===== config.mk =====
export PLATFORM = sky130hd
export DESIGN_NAME = lsu
export DESIGN_NICKNAME = d
export VERILOG_FILES = /design/src/rtl/lsu.sv
export SDC_FILE = /design/constraint.sdc
export NUM_CORES = 1
export LEC_CHECK = 0
export BUFFER_PORTS_ARGS = -buffer_cell sky130_fd_sc_hd__buf_2
export CORE_ASPECT_RATIO = 0.9
export CORE_MARGIN = 4
export CORE_UTILIZATION = 52
export CTS_BUF_LIST = sky130_fd_sc_hd__clkbuf_16
export CTS_CLUSTER_DIAMETER = 30
export DETAILED_ROUTE_END_ITERATION = 8
export PLACE_DENSITY = 0.77
export SLEW_MARGIN = 20
export SYNTH_ARGS = -nofsm -noshare
export SYNTH_HDL_FRONTEND = slang
export SYNTH_SLANG_ARGS = --single-unit

===== constraint.sdc =====
create_clock -name clk -period 2.5 [get_ports clk]
set_clock_uncertainty 0.15 [all_clocks]
set_input_delay 0.375 -clock clk [delete_from_list [all_inputs] [get_ports clk]]
set_output_delay 0.375 -clock clk [all_outputs]
set_load 0.1 [all_outputs]

===== src/rtl/lsu.sv =====
// -----------------------------------------------------------------------------
// lsu -- load/store unit between the execute stage and the data memory.
//
// Accepts one memory op at a time from execute (effective address from the
// ALU, rs2 store data, funct3 width code, rd), runs a single outstanding
// request/grant/response transaction on the data-memory port, and returns
// aligned, sign/zero-extended load data for writeback.
//
// Ports:
//   clk, rst            clock, synchronous active-high reset
//   ex_valid/ex_ready   op handshake from execute (ready only when idle)
//   ex_load, ex_store   op kind (load wins if both are set)
//   ex_funct3           RV32I width code
//   ex_addr, ex_wdata   effective address, store data
//   ex_rd               load destination register
//   dmem_*              request/grant/response data-memory port
//   wb_valid/rd/data    load writeback (one-cycle valid, data held)
//   err_misaligned      pulse: misaligned address or illegal funct3
//   err_timeout         pulse: transaction aborted waiting on memory
//   busy                transaction in flight (pipeline stall)
//
// Parameter:
//   TIMEOUT_CYCLES      cycles allowed in REQ or WAIT before abort; 0 = never
// -----------------------------------------------------------------------------
module lsu #(
  parameter int unsigned TIMEOUT_CYCLES = 255
) (
  input  logic        clk,
  input  logic        rst,
  input  logic        ex_valid,
  output logic        ex_ready,
  input  logic        ex_load,
  input  logic        ex_store,
  input  logic [2:0]  ex_funct3,
  input  logic [31:0] ex_addr,
  input  logic [31:0] ex_wdata,
  input  logic [4:0]  ex_rd,
  output logic        dmem_req,
  output logic        dmem_we,
  output logic [31:0] dmem_addr,
  output logic [3:0]  dmem_be,
  output logic [31:0] dmem_wdata,
  input  logic        dmem_gnt,
  input  logic        dmem_rvalid,
  input  logic [31:0] dmem_rdata,
  output logic        wb_valid,
  output logic [4:0]  wb_rd,
  output logic [31:0] wb_data,
  output logic        err_misaligned,
  output logic        err_timeout,
  output logic        busy
);

  typedef enum logic [1:0] {IDLE, REQ, WAIT} state_t;

  // Last counter value before abort; only meaningful when the timeout is enabled.
  localparam logic [31:0] TO_LAST = (TIMEOUT_CYCLES == 0) ? 32'd0 : 32'(TIMEOUT_CYCLES - 1);

  state_t      state_reg, state_next;
  logic [31:0] addr_reg, addr_next;
  logic [31:0] wdata_reg, wdata_next;
  logic [2:0]  funct3_reg, funct3_next;
  logic [4:0]  rd_reg, rd_next;
  logic        load_reg, load_next;
  logic [31:0] cnt_reg, cnt_next;
  logic        wb_valid_reg, wb_valid_next;
  logic [4:0]  wb_rd_reg, wb_rd_next;
  logic [31:0] wb_data_reg, wb_data_next;
  logic        err_mis_reg, err_mis_next;
  logic        err_to_reg, err_to_next;

  logic        accept;
  logic        illegal;
  logic        timed_out;
  logic        in_req;
  logic [1:0]  off;
  logic [3:0]  be_lane;
  logic [31:0] wdata_rep;
  logic [31:0] rdata_shift;
  logic [31:0] load_ext;

  assign accept    = ex_valid && (state_reg == IDLE) && (ex_load || ex_store);
  assign timed_out = (TIMEOUT_CYCLES != 0) && (cnt_reg == TO_LAST);

  // Legality of the op presented at accept; load takes priority over store.
  always_comb begin
    illegal = 1'b0;
    if (ex_load) begin
      illegal = (ex_funct3 == 3'b011) || (ex_funct3 == 3'b110) || (ex_funct3 == 3'b111);
    end else begin
      illegal = ex_funct3[2] || (ex_funct3 == 3'b011);
    end
    if ((ex_funct3[1:0] == 2'b01) && ex_addr[0]) begin
      illegal = 1'b1;
    end
    if ((ex_funct3[1:0] == 2'b10) && (ex_addr[1:0] != 2'b00)) begin
      illegal = 1'b1;
    end
  end

  // Lane steering for the latched op. funct3[1:0] is the access size for
  // both loads and stores (the unsigned-load bit does not affect lanes).
  assign off = addr_reg[1:0];

  always_comb begin
    be_lane   = 4'b1111;
    wdata_rep = wdata_reg;
    case (funct3_reg[1:0])
      2'b00: begin
        be_lane   = 4'b0001 << off;
        wdata_rep = {4{wdata_reg[7:0]}};
      end
      2'b01: begin
        be_lane   = 4'b0011 << off;
        wdata_rep = {2{wdata_reg[15:0]}};
      end
      default: begin
        be_lane   = 4'b1111;
        wdata_rep = wdata_reg;
      end
    endcase
  end

  // Bring the addressed byte/half down to bit 0, then extend.
  assign rdata_shift = dmem_rdata >> {off, 3'b000};

  always_comb begin
    load_ext = dmem_rdata;
    case (funct3_reg)
      3'b000:  load_ext = {{24{rdata_shift[7]}}, rdata_shift[7:0]};
      3'b001:  load_ext = {{16{rdata_shift[15]}}, rdata_shift[15:0]};
      3'b100:  load_ext = {24'd0, rdata_shift[7:0]};
      3'b101:  load_ext = {16'd0, rdata_shift[15:0]};
      default: load_ext = dmem_rdata;
    endcase
  end

  // Next-state and datapath updates.
  always_comb begin
    state_next    = state_reg;
    addr_next     = addr_reg;
    wdata_next    = wdata_reg;
    funct3_next   = funct3_reg;
    rd_next       = rd_reg;
    load_next     = load_reg;
    cnt_next      = cnt_reg + 32'd1;
    wb_valid_next = 1'b0;
    wb_rd_next    = wb_rd_reg;
    wb_data_next  = wb_data_reg;
    err_mis_next  = 1'b0;
    err_to_next   = 1'b0;

    case (state_reg)
      IDLE: begin
        // Holding the counter at zero here clears it on entry to REQ.
        cnt_next = 32'd0;
        if (accept) begin
          if (illegal) begin
            err_mis_next = 1'b1;
          end else begin
            addr_next   = ex_addr;
            wdata_next  = ex_wdata;
            funct3_next = ex_funct3;
            rd_next     = ex_rd;
            load_next   = ex_load;
            state_next  = REQ;
          end
        end
      end
      REQ: begin
        if (dmem_gnt) begin
          cnt_next   = 32'd0;
          state_next = load_reg ? WAIT : IDLE;
        end else if (timed_out) begin
          err_to_next = 1'b1;
          state_next  = IDLE;
        end
      end
      WAIT: begin
        if (dmem_rvalid) begin
          wb_valid_next = 1'b1;
          wb_rd_next    = rd_reg;
          wb_data_next  = load_ext;
          state_next    = IDLE;
        end else if (timed_out) begin
          err_to_next = 1'b1;
          state_next  = IDLE;
        end
      end
      default: begin
        state_next = IDLE;
      end
    endcase
  end

  always_ff @(posedge clk) begin
    if (rst) begin
      state_reg    <= IDLE;
      addr_reg     <= 32'd0;
      wdata_reg    <= 32'd0;
      funct3_reg   <= 3'd0;
      rd_reg       <= 5'd0;
      load_reg     <= 1'b0;
      cnt_reg      <= 32'd0;
      wb_valid_reg <= 1'b0;
      wb_rd_reg    <= 5'd0;
      wb_data_reg  <= 32'd0;
      err_mis_reg  <= 1'b0;
      err_to_reg   <= 1'b0;
    end else begin
      state_reg    <= state_next;
      addr_reg     <= addr_next;
      wdata_reg    <= wdata_next;
      funct3_reg   <= funct3_next;
      rd_reg       <= rd_next;
      load_reg     <= load_next;
      cnt_reg      <= cnt_next;
      wb_valid_reg <= wb_valid_next;
      wb_rd_reg    <= wb_rd_next;
      wb_data_reg  <= wb_data_next;
      err_mis_reg  <= err_mis_next;
      err_to_reg   <= err_to_next;
    end
  end

  // Request fields are decoded from the latched op and gated by the REQ
  // state, so they are stable for the whole request and zero otherwise.
  assign in_req     = (state_reg == REQ);
  assign dmem_req   = in_req;
  assign dmem_we    = in_req && !load_reg;
  assign dmem_addr  = in_req ? {addr_reg[31:2], 2'b00} : 32'd0;
  assign dmem_be    = in_req ? be_lane : 4'd0;
  assign dmem_wdata = (in_req && !load_reg) ? wdata_rep : 32'd0;

  assign ex_ready       = (state_reg == IDLE);
  assign busy           = (state_reg != IDLE);
  assign wb_valid       = wb_valid_reg;
  assign wb_rd          = wb_rd_reg;
  assign wb_data        = wb_data_reg;
  assign err_misaligned = err_mis_reg;
  assign err_timeout    = err_to_reg;

endmodule


# After elaboration in Yosys (flattened, before gate mapping)
# Cells that the tools add are included.
[op_classes] n_addsub=1 div_mod_pow=0 n_reduce_logical=20 multipliers=0 bitwise_logic=4 n_eq_ne=14 magnitude_cmp=0 shift=3 mux=24
[op_table] cell="$pmux 32 s2" n=2
[op_table] cell="$pmux 32 s4" n=1
[op_table] cell="$mux 32" n=3
[op_table] cell="$add 32x1->32 const B" n=1
[op_table] cell="$eq 32x8->1 const B" n=1
[op_table] cell="$shr 32x5->16" n=1
[op_table] cell="$eq 3x3->1 const B" n=4
[op_table] cell="$mux 2" n=6
[op_table] cell="$mux 1" n=8
[op_table] cell="$pmux 4 s2" n=1
[op_table] cell="$eq 2x1->1 const B" n=3
[op_table] cell="$pmux 2 s3" n=1
[op_table] cell="$logic_and 1x1->1" n=5
[op_table] cell="$eq 2x2->1 const B" n=2
[op_table] cell="$logic_not 2->1" n=2
[op_table] cell="$logic_or 1x1->1" n=4
[op_table] cell="$mux 4" n=1
[op_table] cell="$not 1->1" n=4
[op_table] cell="$reduce_and 2->1" n=2
[op_table] cell="$reduce_bool 2->1" n=2
[op_table] cell="$shl 1x2->4 const A" n=1
[op_table] cell="$shl 2x2->4 const A" n=1
[op_table] cell="$eq 3x1->1 const B" n=1
[op_table] cell="$eq 3x2->1 const B" n=1
[op_table] cell="other kinds (8)" n=8
[word_totals] elab_cells=78 n_memories=0 reg_bits=147 output_inout_bits=112 mem_bits_rw=0 latch_bits=0 rom_bits=0 in_bits=111

# Depth between registers and ports, before layout
# Gate-level depths: netlist of run 1.
[logic_depth] ltp_word=9 ltp_mapped=7 ltp_nobuf=6

# Worst setup path before layout of run 1
# No wires, ideal clock.
[synth_timing] path_type="flip-flop to output port" start="register state_reg[1]" end="output dmem_wdata[12]" n_path_buf=2 path_stages_with_launch=7 arrival_ps=3280 slack_ps=-1305 t_required_ps=1975 path_cell_list="dfxtp_1 -> inv_1 -> ha_1 -> nand2b_1 -> clkbuf_1 -> clkbuf_1 -> a21oi_1"
[synth_between] elab_chain_len=3
[synth_lines] item="start, declared" line_no="59" rtl="state_t state_reg, state_next;"
[synth_lines] item="start signal, assigned" line_no="211" rtl="state_reg <= state_next;"
[synth_lines] item="$eq 2x1->1" line_no="228" rtl="assign in_req = (state_reg == REQ);"
[synth_lines] item="via dmem_req" line_no="38" rtl="output logic dmem_req,"
[synth_lines] item="$logic_and 1x1->1" line_no="233" rtl="assign dmem_wdata = (in_req && !load_reg) ? wdata_rep : 32'd0;"
[synth_lines] item="$mux 32" line_no="233"
[synth_lines] item="end, declared" line_no="42" rtl="output logic [31:0] dmem_wdata,"
# The timed path passes the listed nets, and every way through them passes these cells.

# Worst setup path in the final report of run 1
[layout_timing] start="register state_reg[0]" end="output dmem_addr[22]"
[layout_between] elab_chain_len=2
[layout_lines] item="$eq 2x1->1" line_no="228"
[layout_lines] item="$mux 32" line_no="231" rtl="assign dmem_addr = in_req ? {addr_reg[31:2], 2'b00} : 32'd0;"
[layout_lines] item="end, declared" line_no="40" rtl="output logic [31:0] dmem_addr,"
# Every way passes these cells.

==> results.md, run 1 <==
* CTS Root Cell: clkbuf_16
* Clock Pin Slew Worst Setup and Hold Paths at around 60 ps
* Die Height at about 120 um
* Lkg Pwr at between 3 and 4 nW
* Clk sink count at between 100 and 150
* Max Slew Vio Count at 0
* Comb pwr share at 0.130
* Top post-synthesis cells by count: dfxtp_1, a21oi_1, o21ai_0
* Clock power share at 0.451
* Top cells by area, synth: dfxtp_1, a21oi_1, o21ai_0, nand3_1, and2_1
* First-pass GRT wire length at 38.13 mm
* Biggest area consumer among synthesized cells: dfxtp_1
* Hold Path Sink: rd_reg[4]
* Max stage delay on crit path at around 440 ps
* Global route overflow at 0
* Critical Path Sink Type: output pin
* Setup_tns at 0 ps
* H-tree depth at 4
* Final core occ at 0.7340
* Crit path arrival time at 1900 ps
* Sequential share of power at 0.418
* Post-synthesis register bit count at between 100 and 150
* DRC viols at 0
* Number of global-route vias before repair at between 7,000 and 8,000
* Sequential share of the synthesized area at 0.3940
* Share of layout cells above drive strength 1 at 0.2933
* Endpoints failing setup at 0
* DPL Wire Length at roughly 17 mm
* Status: finished, final reports clean
* R2R depth at 5
* RR Endpoint: cnt_reg[26]
* Number of iterations in the first detailed-routing pass at 5
* Final ANT Viol Nets at 0
* Hold-fix buffers at CTS at 0
* Cell Area, Placed at between 9000 and 10,000 sq um
* Min cycle time layout at 2423 ps
* Slew margin rel. at 0.5416
* WL per Instance at around 18 um
* Post-route insts no fill at 1,362
* Tightest Pin Transition at ~670 ps
* Switching Fraction at 0.2626
* Max-cap violations at 0
* Kind of start point of the critical path: flop
* Die Wd at roughly 130 um
* Synthesis warning total at 0
* Total CTS buffers at 17
* CTS tree: built
* Yosys cell types at just over 60
* Gr usage total at 0.2892
* Starting Density at 0.5313
* Top_reg_cell synth: dfxtp_1
* Via total after detailed routing at between 8,000 and 9,000
* Post-synth EDFFs at 0
* Die area at approximately 16,000 sq um
* Clock buffer depth at 2
* # IOs at about 220
* Post-synthesis async set-or-reset flop share at 0
* Worst hold path depth at 3
* Largest net degree at the start of global routing at between 70 and 80
* Tot Pwr at just under 6 mW
* Hold Slack at just over 40 ps
* Synth Area per Inst at 7.747 sq um
* Top cell type's share of synthesized area at 0.3940
* Core ar. at around 14,000 sq um
* Area growth syn-to-layout at 38.15%
* Fin nets at approximately 1,300
* Max Clock Freq at slightly above 0.4 GHz
* Clock Latency Late Sink at 430 ps
* First DRT Iteration DRCs at ~850
* Final wirelength at 24.89 mm
* Hold WC Path Type: in2reg
* Most frequent cell after synthesis: dfxtp_1
* # port buffers at between 200 and 250
* Pwr Density at 562.3 nW/um^2
* Cell area after layout at between 10,000 and 15,000 sq um
* Mapped Area at 7468 sq um
* Placed cells at approximately 1,300
* P_int at about 4.3 mW
* Initial antenna violation count at 3
* Critical Path RT at roughly 2000 ps
* Reg2reg start: cnt_reg[0]
* GPL Wtd Cong at 0.8855
* R2R setup slack at 90 ps
* Row count at 41
* Worst setup path class: reg2out
* Final hold viol count at 0
* Pre-CTS WS at around 210 ps
* Hold Path Origin: ex_rd[4]
* Worst-path cell chain: ha_4 > buf_4 > and2_1 > clkbuf_4
* Syn Inst Count at roughly 960
* Final WS setup at around 77 ps
* VDD IR max at about 0.59 mV
* Drt via density at between 5 and 6
* Crit Path Max Fanout at 31
* Sw Pwr at between 1.5 and 2 mW
* CP max-delay cell: dfxtp_1
* Crit share post-route at 0.9690
-- power groups by stage --
stage | Sequential (mW) | Clock [mW] | Combinational (mW)
floorplan | 2.47 | 0 | 0.457
global placement | 2.48 | 0 | 0.727
detailed placement | 2.48 | 0 | 0.737
CTS | 2.43 | 2.64 | 0.742
global route | 2.43 | 2.75 | 0.801
finish | 2.43 | 2.62 | 0.755
-- layout make-up --
type / count / area, sq um
diodes: 3 / 7.507
clock buffers: 17 / 425.4
clock inverters: 15 / 172.7
fillers: 1127 / 3739
inverters: 21 / 82.58
multi-input cells: 709 / 4348
flip-flops and latches: 147 / 2945
well taps: 193 / 241.5
repair buffers: 257 / 2095
-- worst max-delay path by stage --
stage | startpoint | endpoint | cells after the start
CTS | state_reg[1] | dmem_addr[29] | 5
finish | state_reg[0] | dmem_addr[22] | 4
detailed placement | cnt_reg[0] | cnt_reg[26] | 5
floorplan | state_reg[0] | dmem_wdata[21] | 5
global route | state_reg[0] | dmem_addr[22] | 4
global placement | cnt_reg[0] | cnt_reg[28] | 5
-- worst max-delay path, delay by kind of cell (launching register included) --
kind / cells / cell delay [ps]
adders and majority gates: 1 / 230
buffers and inverters: 2 / 610
and+or+nand+nor: 1 / 180
DFF: 1 / 440
-- layer usage --
metal | routed length [um] | vias up | GRT usage
li1 | - | 3821 | -
met3 | 2434 | 67 | 0.07019
met5 | 0 | - | 0
met2 | 11670 | 459 | 0.4589
met1 | 9993 | 3815 | 0.3823
met4 | 796 | 0 | 0.1132
-- logic make-up (layout without fill, tap and decap cells) --
family          Yosys count  in the layout  synth area share
mux                      29             29           0.04088
other cells               1              5         0.0005021
flops                   147            147            0.3940
compound gates          321            321            0.2454
xor+xnor                 12             12           0.01407
fa+ha+maj                 6              6           0.01005
buf+inv                 109            310           0.06048
simple gates            339            339            0.2345
-- layout by cell type (no fill, tap or decap), types with 16 or more instances in the layout --
| master | instances |
|---|---|
| clkbuf_4 | 20 |
| nor2_4 | 16 |
| and2_1 | 44 |
| nor2_1 | 36 |
| buf_2 | 152 |
| dfxtp_1 | 145 |
| inv_1 | 21 |
| nand2_1 | 77 |
| clkbuf_16 | 17 |
| buf_4 | 41 |
| o21a_1 | 19 |
| nand3_1 | 86 |
| a21oi_1 | 118 |
| mux2i_1 | 26 |
| o21ai_0 | 108 |
| buf_12 | 43 |
-- timing repair --
item	CTS	global route
pin swaps	0	0
setup buffers	0	1
endpoints found under the setup margin	21	34
gates resized for setup	9	26
(Power assumes the default switching activity.)
==> inputs of run 2 (changes only) <==
CELL_PAD_IN_SITES_DETAIL_PLACEMENT = 1   (was not set)
CELL_PAD_IN_SITES_GLOBAL_PLACEMENT = 2   (was not set)
CORE_UTILIZATION = 29   (was 52)
PLACE_DENSITY = not set   (was 0.77)
PLACE_DENSITY_LB_ADDON = 0.2   (was not set)
==> run 2 against run 1 <==
  * Via count down 4.3%
  * Fmax up 0.78%
  * Non-clock buffer count up 1
  * Clock-buffer cell count unchanged
  * Sequential share of layout area down 0.61 points
  * Critical endpoint is now dmem_wdata[10]
==> results.md, run 2 (same netlist as run 1, synthesis figures left out) <==
* DR top layer: met5
* Post-route insts no fill at 1,513 (+11%)
* Drt via density at 5.164 (-14%)
* Sw Pwr at 1.700 mW (+12%)
* DRC viols at 0 (unchanged)
* Die Height at 160.2 um (+32%)
* Endpoints failing setup at 0 (unchanged)
* Final core occ at 0.4174 (-0.3166)
* Global route overflow at 0 (unchanged)
* Lkg Pwr at 3.820 nW (+0.71%)
* Max Slew Vio Count at 0 (unchanged)
* Setup_tns at 0 ps (unchanged)
* CTS tree: built
* Met1 wire length at 13.06 mm (+31%)
* Crit share post-route at 0.9615 (-0.007494)
* Worst hold path depth at 3 (unchanged)
* Critical Path RT at 1980 ps (about the same)
* Final wirelength at 28.31 mm (+14%)
* Clk sink count at 147 (unchanged)
* Via total after detailed routing at 7,813 (-4.3%)
* Most frequent cells in the layout: buf_2, dfxtp_1, a21oi_1
* Clock Pin Slew Worst Setup and Hold Paths at 70 ps (about the same)
* Fillers at 3,029 (+170%)
* Gr usage total at 0.1977 (-0.09152)
* Initial antenna violation count at 9 (+6)
* Hold WC Path Type: in2reg
* Clock power share at 0.462 (+0.011)
* Met2 routed WL at 12.80 mm (+9.7%)
* Fin nets at 1,272 (+0.16%)
* Crit Path Max Fanout at 15 (-52%)
* GPL Wtd Cong at 0.7710 (-13%)
* Share of layout cells above drive strength 1 at 0.3014 (+0.008059)
* Number of iterations in the first detailed-routing pass at 4 (-1)
* VDD IR max at 0.4160 mV (-29%)
* Core ar. at 25,260 sq um (+80%)
* Comb pwr share at 0.128 (-0.002)
* Final hold viol count at 0 (unchanged)
* RSZ-0062 raised after global routing: false
* Max Clock Freq at 0.4160 GHz (+0.78%)
* P_int at 4.233 mW (-1.1%)
* # IOs at 223 (unchanged)
* Final ANT Viol Nets at 0 (unchanged)
* Starting Density at 0.2957 (-0.2356)
* Worst setup path class: reg2out
* Min cycle time layout at 2404 ps (-18.73 ps)
* Die area at 28,390 sq um (+74%)
* Clock Latency Late Sink at 420 ps (about the same)
* Clock buffer depth at 2 (unchanged)
* Die Wd at 177.2 um (+32%)
* First DRT Iteration DRCs at 410 (-52%)
* Kind of start point of the critical path: flop
* H-tree depth at 4 (unchanged)
* Number of global-route vias before repair at 7,978 (+7.9%)
* CTS Root Cell: clkbuf_16
* Metal3 WL at 2.183 mm (-10%)
* Area growth syn-to-layout at 41.15%
* Switching Fraction at 0.2865 (+0.02390)
* Sequential share of power at 0.410 (-0.008)
* First-pass GRT wire length at 45.39 mm (+19%)
* Row count at 55 (+34%)
* Critical Path Sink Type: output pin
* Total CTS buffers at 17 (unchanged)
* Slew margin rel. at 0.5418 (about the same)
* # port buffers at 220 (unchanged)
* WL per Instance at 18.71 um (+2.4%)
* Pwr Density at 562.8 nW/um^2 (about the same)
* R2R depth at 5 (unchanged)
* DPL Wire Length at 19.93 mm (+16%)
* Largest net degree at the start of global routing at 50 (-33%)
* Max-cap violations at 0 (unchanged)
* Commonest non-fill, non-tap cell in the layout: buf_2
* Placed cells at 1,476 (+11%)
* Tightest Pin Transition at 685.7 ps (+15.38 ps)
* Status: finished, final reports clean
* Crit path arrival time at 1880 ps (-20 ps)
run 2: changes by cell type in the layout (fill, tap and decap cells not counted), moves of 2 or more:
cell,delta
buf_2,+11
inv_8,+2
clkbuf_4,-20
inv_6,+5
buf_4,+6
buf_6,+5
inv_1,-2
clkinv_2,-3
clkinv_4,+3
clkinv_1,-3
run 2: critical path, stage by stage (launching register included):
cell and delay [ps]:
dfxtp_1 360, inv_1 130, ha_4 210, nand2b_4 130
buf_12 200, a21oi_2 210, buf_12 210
run 2: worst paths after layout:
| path | slack, ps | to | start |
|---|---|---|---|
| setup reg to reg | 180 | cnt_reg[26] | cnt_reg[0] |
| hold / removal | 40 | addr_reg[10] | ex_addr[10] |
| hold reg to reg | 300 | wb_data[6] | wb_data[6] |
| setup / recovery | 100 | dmem_wdata[10] | state_reg[1] |
run 2: through the flow:
step	setup WS, ps	hold WS [ps]	cell area, sq um	total power, mW
after global routing	3.306	33.85	10540	6.199
final	96.22	41.29	10540	5.933
after global placement	263.4	290.1	9797	3.232
after floorplan	13.25	278.5	7740	2.931
after CTS	3.295	21.35	10520	6.023
after detailed placement	173.4	292.9	9797	3.234
run 2: timing repair:
action / 4_1_cts / 5_1_grt
cloned: 1 / 0
hold endpoints to repair: 0 / 0
resized for setup: 26 / 6
hold buffers: 0 / 0
pin swaps: 0 / 0
setup endpoints to repair: 41 / 4
setup buffers: 1 / 0
run 2: layout make-up:
type                    instances  area, sq um  share of cell area
multi-input cells             709         4370              0.4146
flip-flops and latches        147         2945              0.2794
repair buffers                258         2081              0.1974
well taps                     342        427.9             0.04059
clock buffers                  17        425.4             0.04036
clock inverters                15        193.9             0.01840
inverters                      21        82.58            0.007834
repair inverters                1        7.507           0.0007122
diodes                          3        7.507           0.0007122
run 2: layer usage:
metal / vias to the layer above / track usage
li1: 3830 / -
met1: 3760 / 0.2774
met4: 14 / 0.03516
met5: - / 0
met3: 22 / 0.06746
met2: 187 / 0.2982
run 2: power groups by stage:
| stage | clock network (mW) | registers, mW | logic (mW) |
|---|---|---|---|
| CTS | 2.83 | 2.43 | 0.765 |
| global route | 2.94 | 2.44 | 0.827 |
| floorplan | 0 | 2.47 | 0.457 |
| detailed placement | 0 | 2.48 | 0.752 |
| finish | 2.74 | 2.43 | 0.759 |
| global placement | 0 | 2.48 | 0.750 |
==> inputs of run 3 (changes only) <==
ABC_AREA = 1   (was not set)
BUFFER_PORTS_ARGS = not set   (was -buffer_cell sky130_fd_sc_hd__buf_2)
CORE_UTILIZATION = 34   (was 29)
DONT_BUFFER_PORTS = 1   (was not set)
==> run 3 against run 2 <==
  * The flow now finishes with violations (negative setup slack)
  * Hold slack worse by 34 ps
  * Area after synthesis is 1.0% higher
  * Non-clock buffer count is 49 lower
  * Total power is 1.7% higher
  * Clock-buffer cell count stayed put
  * Cell count is 3.7% higher
  * Fmax is 4.9% lower
  * Sequential share of layout area is 0.82 points lower
  * Die area is 13% lower
  * Via count is 0.70% lower
  * Final area is 3.1% higher
  * Critical path type unchanged
  * Critical endpoint is now dmem_wdata[26]
  * Highest routed layer unchanged
==> results.md, run 3 <==
* Top post-synthesis cells by count: nor2_1, nand2_1, dfxtp_1
* Clock buffer depth at 2 (unchanged)
* GRT Max-Usage Layer: met2
* Core ar. at 21,760 sq um (-14%)
* Clock Pin Slew Worst Setup and Hold Paths at 60 ps (about the same)
* Max-cap violations at 0 (unchanged)
* Top cells by area, synth: dfxtp_1, nor2_1, nand2_1, o21ai_0, a21oi_1
* RR Endpoint: addr_reg[0]
* Crit share post-route at 1.011 (+0.04915)
* RSZ-0062 raised after global routing: true
* Top cell type's share of synthesized area at 0.3901 (-0.003921)
* Min cycle time layout at 2527 ps (+122.9 ps)
* Row count at 51 (-7.3%)
* Largest net degree at the start of global routing at 56 (+12%)
* Critical path origin: state_reg[1]
* Number of iterations in the first detailed-routing pass at 4 (unchanged)
* Ant. Diodes at 0 (-3)
* Final ANT Viol Nets at 0 (unchanged)
* Clk sink count at 147 (unchanged)
* DPL Wire Length at 19.53 mm (-2.0%)
* Final wirelength at 28.00 mm (-1.1%)
* CTS Root Cell: clkbuf_16
* Most frequent cells in the layout: nor2_1, nand2_1, dfxtp_1
* Synth Area per Inst at 6.876 sq um (-11%)
* Area growth syn-to-layout at 44.10%
* Pre-CTS WS at 124.9 ps (-48.42 ps)
* Synthesis warning total at 0 (unchanged)
* Syn Inst Count at 1,097 (+14%)
* Critical Path Sink Type: output pin
* Total CTS buffers at 17 (unchanged)
* Crit path arrival time at 2000 ps (+120 ps)
* Clock Latency Late Sink at 420 ps (about the same)
* WL per Instance at 17.85 um (-4.6%)
* Fillers at 2,644 (-13%)
* Die area at 24,640 sq um (-13%)
* Yosys cell types at 42 (-32%)
* GPL Wtd Cong at 0.8182 (+6.1%)
* Biggest area consumer among synthesized cells: dfxtp_1
* Reg2reg start: state_reg[1]
* Pwr Density at 555.3 nW/um^2 (-1.3%)
* Lkg Pwr at 4.314 nW (+13%)
* Share of layout cells above drive strength 1 at 0.2551 (-0.04628)
* Initial antenna violation count at 1 (-8)
* Max Clock Freq at 0.3958 GHz (-4.9%)
* Sequential share of the synthesized area at 0.3901 (-0.003921)
* Final hold viol count at 0 (unchanged)
* H-tree depth at 4 (unchanged)
* Final core occ at 0.4996 (+0.08218)
* Crit Path Max Fanout at 4 (-11)
* Failing checks: negative setup slack
* Worst hold path depth at 2 (-1)
* Via total after detailed routing at 7,758 (-0.70%)
* Critical Path RT at 1980 ps (about the same)
* Kind of start point of the critical path: flop
* Starting Density at 0.3467 (+0.05096)
* Status: finished, violations left
* Most frequent cell after synthesis: nor2_1
* Endpoints failing setup at 3 (+3)
* GR Layer Usage met1 at 0.2963 (+0.01885)
* Worst setup path class: reg2out
* Max Slew Vio Count at 0 (unchanged)
* Die Wd at 165.0 um (-6.9%)
* Fin nets at 1,383 (+8.7%)
* Met3 usage at 0.08151 (+0.01406)
* R2R depth at 9 (+4)
* DRC viols at 0 (unchanged)
* # IOs at 223 (unchanged)
* CTS tree: built
* Number of global-route vias before repair at 8,141 (+2.0%)
* Final WS setup at -26.65 ps (-122.9 ps)
* Drt via density at 4.945 (-4.2%)
* First-pass GRT wire length at 44.59 mm (-1.7%)
* Post-synthesis register bit count at 147 (unchanged)
* Crit path capture: dmem_wdata[26]
* Global route overflow at 0 (unchanged)
* Die Height at 149.3 um (-6.8%)
* Gr usage total at 0.2281 (+0.03039)
* # port buffers at 0 (-100%)
* Commonest non-fill, non-tap cell in the layout: nor2_1
* R2R setup slack at 430 ps (+250 ps)
* Post-synth EDFFs at 0 (unchanged)
* VDD IR max at 0.3408 mV (-18%)
* Mapped Area at 7543 sq um (+1.0%)
* GR met2 Demand/Resource at 0.3661 (+0.06790)
* Post-synthesis async set-or-reset flop share at 0 (unchanged)
* First DRT Iteration DRCs at 373 (-9.0%)
* Top_reg_cell synth: dfxtp_1
* Hold WC Path Type: in2reg
-- run 3: cell count changes after synthesis, sizes merged, moves of 26 or more --
cell,before,now
nor2,53,239
nand2,77,197
inv,20,116
and2,52,0
a21oi,129,84
nand3,88,49
clkbuf,65,30
mux2i,26,0
-- run 3: how the worst min path moves through the flow --
stage	from	to	slack [ps]
final	dmem_rdata[5]	wb_data[5]	8
after CTS	dmem_rdata[5]	wb_data[5]	1
after floorplan	cnt_reg[3]	cnt_reg[3]	280
after global placement	rst	wb_data[11]	300
after detailed placement	rst	state_reg[1]	300
after global routing	dmem_rdata[7]	wb_data[7]	20
-- run 3: cell type report --
type / count / area, sq um / share of cell area
multi-input cells: 772 / 4205 / 0.3869
well taps: 291 / 364.1 / 0.03349
clock inverters: 14 / 162.7 / 0.01496
repair buffers: 209 / 2298 / 0.2114
clock buffers: 17 / 425.4 / 0.03913
inverters: 119 / 466.7 / 0.04293
flip-flops and latches: 147 / 2948 / 0.2712
-- run 3: logic make-up (layout without fill, tap and decap cells) --
logic type	after synthesis	count (layout)	share of synthesized area
fa+ha+maj	6	6	0.009952
buf+inv	179	359	0.1110
compound gates	246	246	0.1894
flops	147	147	0.3901
simple gates	517	517	0.2979
xor+xnor	1	1	0.001161
other cells	1	2	0.0004971
-- run 3: worst max-delay path: stages (launching register included) --
cell	delay (ps)
dfxtp_4	360
inv_4	60
ha_4	160
inv_8	40
nor2_4	210
buf_12	150
buf_8	110
o221ai_4	120
nor2_4	170
buf_12	180
-- run 3: stage by stage --
stage	hold WS (ps)	cell area (sq um)	total power, mW	instances	TNS [ps]
floorplan	284.7	7855	3.120	1098	-3734
global placement	297.3	9301	3.281	1460	0
detailed placement	299.3	9301	3.293	1460	0
CTS	0.9856	10680	6.070	1564	-276.7
global route	24.91	10870	6.295	1569	-1346
finish	7.622	10870	6.036	1569	-40.64
-- run 3: power breakdown --
group	internal [mW]	switching, mW	leakage (nW)
combinational	0.314	0.613	2.83
clock	1.56	1.08	0.286
sequential	2.41	0.0547	1.19
total	4.29	1.75	4.31
-- run 3: per-layer routing --
metal / wire length (um) / part of all wire
met1: 12370 / 0.44
met2: 13090 / 0.47
met3: 2201 / 0.079
met4: 336 / 0.012
met5: 7 / 0.00025
-- run 3: timing repair --
item	in CTS	in global routing
hold endpoints to repair	70	0
hold buffers	65	0
setup endpoints to repair	33	38
setup buffers	7	5
cloned	1	0
resized for setup	23	34
pin swaps	6	4
